--- src/rtl/game_stage_fsm.sv ---
// Game-progress controller: walks puzzle stages on activation tiles, gating every change on a redraw handshake.
// Optional redraw watchdog: define GAME_STAGE_REDRAW_TIMEOUT_EN.
module game_stage_fsm #(
  parameter int NUM_STAGES = 4,
  parameter int X_W        = 9,
  parameter int Y_W        = 8,
  parameter int TOL        = 0,
  parameter int TIMEOUT    = 1048575
) (
  input  logic                      clock,
  input  logic                      resetn,
  input  logic                      activate,
  input  logic                      sprite_dead,
  input  logic                      done_redraw,
  input  logic [X_W-1:0]            char_x,
  input  logic [Y_W-1:0]            char_y,
  input  logic [NUM_STAGES*X_W-1:0] fwd_x,
  input  logic [NUM_STAGES*Y_W-1:0] fwd_y,
  input  logic [NUM_STAGES*X_W-1:0] back_x,
  input  logic [NUM_STAGES*Y_W-1:0] back_y,
  input  logic [X_W-1:0]            goal_x,
  input  logic [Y_W-1:0]            goal_y,
  output logic [$clog2(NUM_STAGES)-1:0] stage,
  output logic                      redraw_req,
  output logic                      dir,
  output logic                      busy,
  output logic                      finished,
  output logic                      redraw_err
);

  localparam int SW = $clog2(NUM_STAGES);

  typedef enum logic [1:0] {S_REDRAW, S_STABLE, S_FINISHED} state_t;

  state_t        state, state_n;
  logic [SW-1:0] stage_n;
  logic          dir_n;
  logic          act_q;
  logic          act_rise;
  logic          is_last, fwd_hit, back_hit, goal_hit;

  // Bounds are one bit wider than the coordinate and clamped, so a tile near 0 or the edge never wraps.
  function automatic logic near_x(input logic [X_W-1:0] c, input logic [X_W-1:0] p);
    logic [X_W:0] lo, hi, cw, pw, tw;
    cw = {1'b0, c};
    pw = {1'b0, p};
    tw = (X_W+1)'(TOL);
    lo = (pw < tw) ? '0 : pw - tw;
    hi = pw + tw;
    if (hi > {1'b0, {X_W{1'b1}}}) hi = {1'b0, {X_W{1'b1}}};
    return (cw >= lo) && (cw <= hi);
  endfunction

  function automatic logic near_y(input logic [Y_W-1:0] c, input logic [Y_W-1:0] p);
    logic [Y_W:0] lo, hi, cw, pw, tw;
    cw = {1'b0, c};
    pw = {1'b0, p};
    tw = (Y_W+1)'(TOL);
    lo = (pw < tw) ? '0 : pw - tw;
    hi = pw + tw;
    if (hi > {1'b0, {Y_W{1'b1}}}) hi = {1'b0, {Y_W{1'b1}}};
    return (cw >= lo) && (cw <= hi);
  endfunction

  assign act_rise = activate & ~act_q;
  assign is_last  = (int'(stage) == NUM_STAGES - 1);
  assign fwd_hit  = !is_last &&
                    near_x(char_x, fwd_x[int'(stage)*X_W +: X_W]) &&
                    near_y(char_y, fwd_y[int'(stage)*Y_W +: Y_W]);
  assign back_hit = (stage != '0) &&
                    near_x(char_x, back_x[int'(stage)*X_W +: X_W]) &&
                    near_y(char_y, back_y[int'(stage)*Y_W +: Y_W]);
  assign goal_hit = is_last && near_x(char_x, goal_x) && near_y(char_y, goal_y);

`ifdef GAME_STAGE_REDRAW_TIMEOUT_EN
  localparam int CW = $clog2(TIMEOUT + 1);
  logic [CW-1:0] cnt, cnt_n;
  logic          err, err_n;
`endif

  always_comb begin
    state_n = state;
    stage_n = stage;
    dir_n   = dir;
`ifdef GAME_STAGE_REDRAW_TIMEOUT_EN
    cnt_n   = cnt;
    err_n   = err;
`endif
    unique case (state)
      S_REDRAW: begin
        if (done_redraw) begin
          state_n = S_STABLE;
`ifdef GAME_STAGE_REDRAW_TIMEOUT_EN
        end else if (cnt == CW'(TIMEOUT - 1)) begin
          state_n = S_STABLE;
          err_n   = 1'b1;
        end else begin
          cnt_n = cnt + CW'(1);
`endif
        end
      end
      S_STABLE: begin
        if (sprite_dead) begin
          stage_n = '0;
          dir_n   = 1'b0;
          state_n = S_REDRAW;
        end else if (goal_hit) begin
          state_n = S_FINISHED;
        end else if (act_rise && fwd_hit) begin
          stage_n = stage + SW'(1);
          dir_n   = 1'b1;
          state_n = S_REDRAW;
        end else if (act_rise && back_hit) begin
          stage_n = stage - SW'(1);
          dir_n   = 1'b0;
          state_n = S_REDRAW;
        end
`ifdef GAME_STAGE_REDRAW_TIMEOUT_EN
        if (state_n == S_REDRAW) cnt_n = '0;
`endif
      end
      default: ;
    endcase
  end

  always_ff @(posedge clock) begin
    if (!resetn) begin
      state <= S_REDRAW;
      stage <= '0;
      dir   <= 1'b0;
      act_q <= 1'b0;
`ifdef GAME_STAGE_REDRAW_TIMEOUT_EN
      cnt   <= '0;
      err   <= 1'b0;
`endif
    end else begin
      state <= state_n;
      stage <= stage_n;
      dir   <= dir_n;
      act_q <= activate;
`ifdef GAME_STAGE_REDRAW_TIMEOUT_EN
      cnt   <= cnt_n;
      err   <= err_n;
`endif
    end
  end

  assign redraw_req = (state == S_REDRAW);
  assign busy       = (state == S_REDRAW);
  assign finished   = (state == S_FINISHED);
`ifdef GAME_STAGE_REDRAW_TIMEOUT_EN
  assign redraw_err = err;
`else
  assign redraw_err = 1'b0;
`endif

endmodule
--- config.mk ---
export PLATFORM = sky130hd
export DESIGN_NAME = game_stage_fsm
export DESIGN_NICKNAME = d
export VERILOG_FILES = /design/src/rtl/game_stage_fsm.sv
export SDC_FILE = /design/constraint.sdc
export NUM_CORES = 1
export LEC_CHECK = 0
export BUFFER_PORTS_ARGS = -buffer_cell sky130_fd_sc_hd__buf_2
export CAP_MARGIN = 20
export CORE_ASPECT_RATIO = 2
export CORE_MARGIN = 1
export CORE_UTILIZATION = 50
export DETAILED_ROUTE_END_ITERATION = 10
export PLACE_DENSITY = 0.9
export SLEW_MARGIN = 10
export SYNTH_ARGS = -nofsm -noshare
export SYNTH_HDL_FRONTEND = slang
export SYNTH_SLANG_ARGS = --single-unit
--- constraint.sdc ---
create_clock -name clock -period 5.4 [get_ports clock]
set_input_delay 1.08 -clock clock [delete_from_list [all_inputs] [get_ports clock]]
set_output_delay 1.08 -clock clock [all_outputs]
set_load 0.02 [all_outputs]
==> qor.tcl <==
set qor(setup.worst_path.end_class) {flip-flop}
set qor(global_route.usage.total_pct) 29.6
set qor(total_power_w) 0.000399
set qor(synth_top_area_share_pct) 30.7
set qor(holdPathStages) 2
set qor(final-setup-viol-count) 0
set qor(avgRoutedWirePerCell_um) 16.0
set qor(tritoncts) {done}
set qor(syn-num-nets) 627
set qor(ctsResizeCount) 0
set qor(timing.critical_path.buf_inv) 1
set qor(synth_edf_count) 0
set qor(hold_start) {dir}
set qor(grt_antenna_before_repair) 0
set qor(leakage_nw) 2.16
set qor(drive_above_1_share_pct) 41.8
set qor(grt_max_degree) 61
set qor(rsz0062_at_grt) {no}
set qor(die_h_um) 115
set qor(cpPeakStageDelay_ns) 0.94
set qor(final.fill_count) 486
set qor(cap_violations) 0
set qor(cp-start-kind) {flip-flop}
set qor(die_x_um) 58.4
set qor(syn_inst) 374
set qor(worstMarginPinSlew_ns) 0.915
set qor(die-area_mm2) 0.00670
set qor(detail_route.drc_violations) 0
set qor(cts_buffer_depth) 2
set qor(ctsHtreeMaxLevel) 1
set qor(timing.clock.skew_ns) 0.00389
set qor(timing.final.crit_period_ns) 3.81
set qor(peakVddDrop_uv) 86.6
set qor(critical_path_maximum_fanout) 60
set qor(setup_tns_ns) 0
set qor(synth-main-ff-cell) {dfxtp_1}
set qor(reg2reg_depth) 11
set qor(most_instantiated_cells_after_synthesis) {78 x ha_1, 46 x inv_1, 43 x o21ai_0}
set qor(finish.net_count) 797
set qor(std_cell_rows) 40
set qor(yosys_cell_types) 48
set qor(tritoncts.num_buffers) 3
set qor(hp-class) {reg -> reg}
set qor(cts.clk_slew.worst_paths_ns) 0.04
set qor(clock_sinks) 6
set qor(via_count_of_the_first_global_routing_pass) 3794
set qor(global_route.overflow_total) 0
set qor(timing.critical_path.cells) {mux2_2, o21ai_0, ha_1, nand4_1, a21oi_1, o311ai_2, a21oi_1, o32ai_1, a2111oi_0, dlymetal6s2s_1, a311o_1}
set qor(cp_common_cell) {a21oi_1}
set qor(syn-mean-instance-area_um2) 8.49
set qor(p_per_area_mw_per_mm2) 94.9
set qor(synth-seq-area-share_pct) 3.78
set qor(synthArstFlopShare_pct) 0
set qor(post-dp-hpwl_um) 8600
set qor(buffer_ports.inserted) 180
set qor(worst_hold_path.endpoint) {dir}
set qor(result_of_the_run) {finished clean}
set qor(syn_area_mm2) 0.00318
set qor(timing.final.max_slew_violations) 0
set qor(worstPathRequired_ns) 5.51
set qor(clock.fmax_mhz) 263
set qor(internal_reg_to_reg_setup_slack_ns) 1.59
set qor(worst_path_max_delay_cell) {dfxtp_4}
set qor(r2r-start) {stage[0]}
set qor(synth.ff_latch_count) 6
set qor(drt_first_iter_violations) 129
set qor(insertion_delay_ns) 0.23
set qor(synth_area_leaders) {ha_1 31%, mux4_2 14%, o21ai_0 6.8%, mux2_2 5.7%, inv_1 5.4%}
set qor(timing.slew.headroom_pct) 39.0
set qor(core-area_mm2) 0.00606
set qor(drtAntennaViolNets) 0
set qor(detailroute.via_count) 3571
set qor(postRouteWirelength_um) 10000
set qor(initial_utilization_pct) 52.5
set qor(place_congestion) 0.896
set qor(global_route_wire_length_before_repair_um) 15600
set qor(synthDominantAreaCellType) {ha_1}
set qor(timing.final.crit_share_pct) 70.5
set qor(io_pins) 182
set qor(seq_cell_area_um2) 125
set qor(first_drt_pass_iteration_count) 4
set qor(cts.hold.buffers_added) 0
set qor(antenna_cells_inserted) 0
set qor(root_buffer) {clkbuf_16}
set qor(finalHoldViolCount) 0
set qor(critPathArrivalTime_ns) 3.92
set qor(r2r_end) {stage[0]}
set qor(cts_post_setup_buffers_inserted) 0
set qor(routed_via_density) 5.70
set qor(multiInputGateArea_mm2) 0.00281
set qor(ys_warn_count) 0
set qor(cpLargestDelayFamily) {compound AO/OA/AOI/OAI gates}
set qor(worstSetupPathType) {reg -> reg}
set qor(synth.most_common_cell) {ha_1}
set qor(area_delta_synth_final_pct) 32.5
logic make-up after synthesis:
family | Yosys count | synth area share [%]
AO/OA/AOI/OAI | 93 | 18.7
AND/OR/NAND/NOR | 81 | 13.8
adder cells (fa/ha/maj) | 78 | 30.7
buffers and inverters | 63 | 7.92
multiplexers | 52 | 24.9
flip-flops | 6 | 3.78
other | 1 | 0.118
tightest hold or removal path, cell delays in order, from the launching register on:
cell,delay (ns)
dfxtp_1,0.31
nand3_1,0.07
o211ai_1,0.08
sequential cells by signal, indices dropped and copies added, names as in the netlist:
| signal | count |
|---|---|
| stage | 2 |
| act_q | 1 |
| state | 2 |
| dir | 1 |
layer usage:
layer	wire length [um]	share of wire, %	GRT usage [%]
met1	3200	32	25.6
met2	5900	59	62.1
met3	538	5.4	4.07
met4	370	3.7	13.5
met5	0	0	0
cell usage in the layout, fill, tap and decap left out, types with 2 or more instances in the layout:
master,instances
nor2b_1,4
a21oi_1,13
inv_1,46
a211oi_1,2
nand3_1,3
o21bai_1,3
nand2b_1,5
nand2_1,25
or3_1,3
nand3b_1,2
nor3b_1,2
dfxtp_1,4
o21ai_0,43
buf_2,180
a31oi_1,4
clkbuf_16,3
nor2_1,7
nand4_1,16
a21o_1,7
o32ai_1,2
ha_1,78
nor3_1,4
o211ai_1,4
o21a_1,4
and2_1,4
mux2_2,16
mux2i_1,16
mux4_2,20
worst max-delay path by stage:
stage / to / cells past startpoint / startpoint
detailed placement: stage[0] / 9 / fwd_y[24]
global placement: stage[0] / 9 / fwd_y[24]
finish: stage[0] / 11 / stage[0]
global route: stage[0] / 11 / stage[0]
CTS: stage[0] / 10 / stage[0]
floorplan: stage[0] / 13 / stage[0]
power by group:
part | leakage (nW) | internal (W) | switching, W
sequential | 0.0502 | 0.0000451 | 0.000000955
clock | 0.0382 | 0.0000980 | 0.0000259
combinational | 2.07 | 0.000118 | 0.000112
total | 2.16 | 0.000261 | 0.000138
area by class of cell:
type,instances,area share [%]
sequential,6,2.97
tap,84,2.50
inverter,46,4.10
clock buffer,4,1.87
timing repair buffer,182,21.9
multi-input combinational,305,66.7
through the flow:
| stage | worst slack, ns | std cells | util [%] | hold WS, ns | area (um^2) |
|---|---|---|---|---|---|
| 6_report | 1.59 | 627 | 69.5 | 0.516 | 4210 |
| 5_1_grt | 1.23 | 627 | 69.5 | 0.539 | 4210 |
| 4_1_cts | 1.64 | 626 | 69.3 | 0.521 | 4200 |
| 3_5_place_dp | 1.77 | 622 | 68.0 | 0.520 | 4120 |
| 3_3_place_gp | 1.80 | 622 | 68.0 | 0.496 | 4120 |
| 2_1_floorplan | 1.93 | 374 | - | 0.491 | 3180 |
Power figures use the tool's default switching activity.
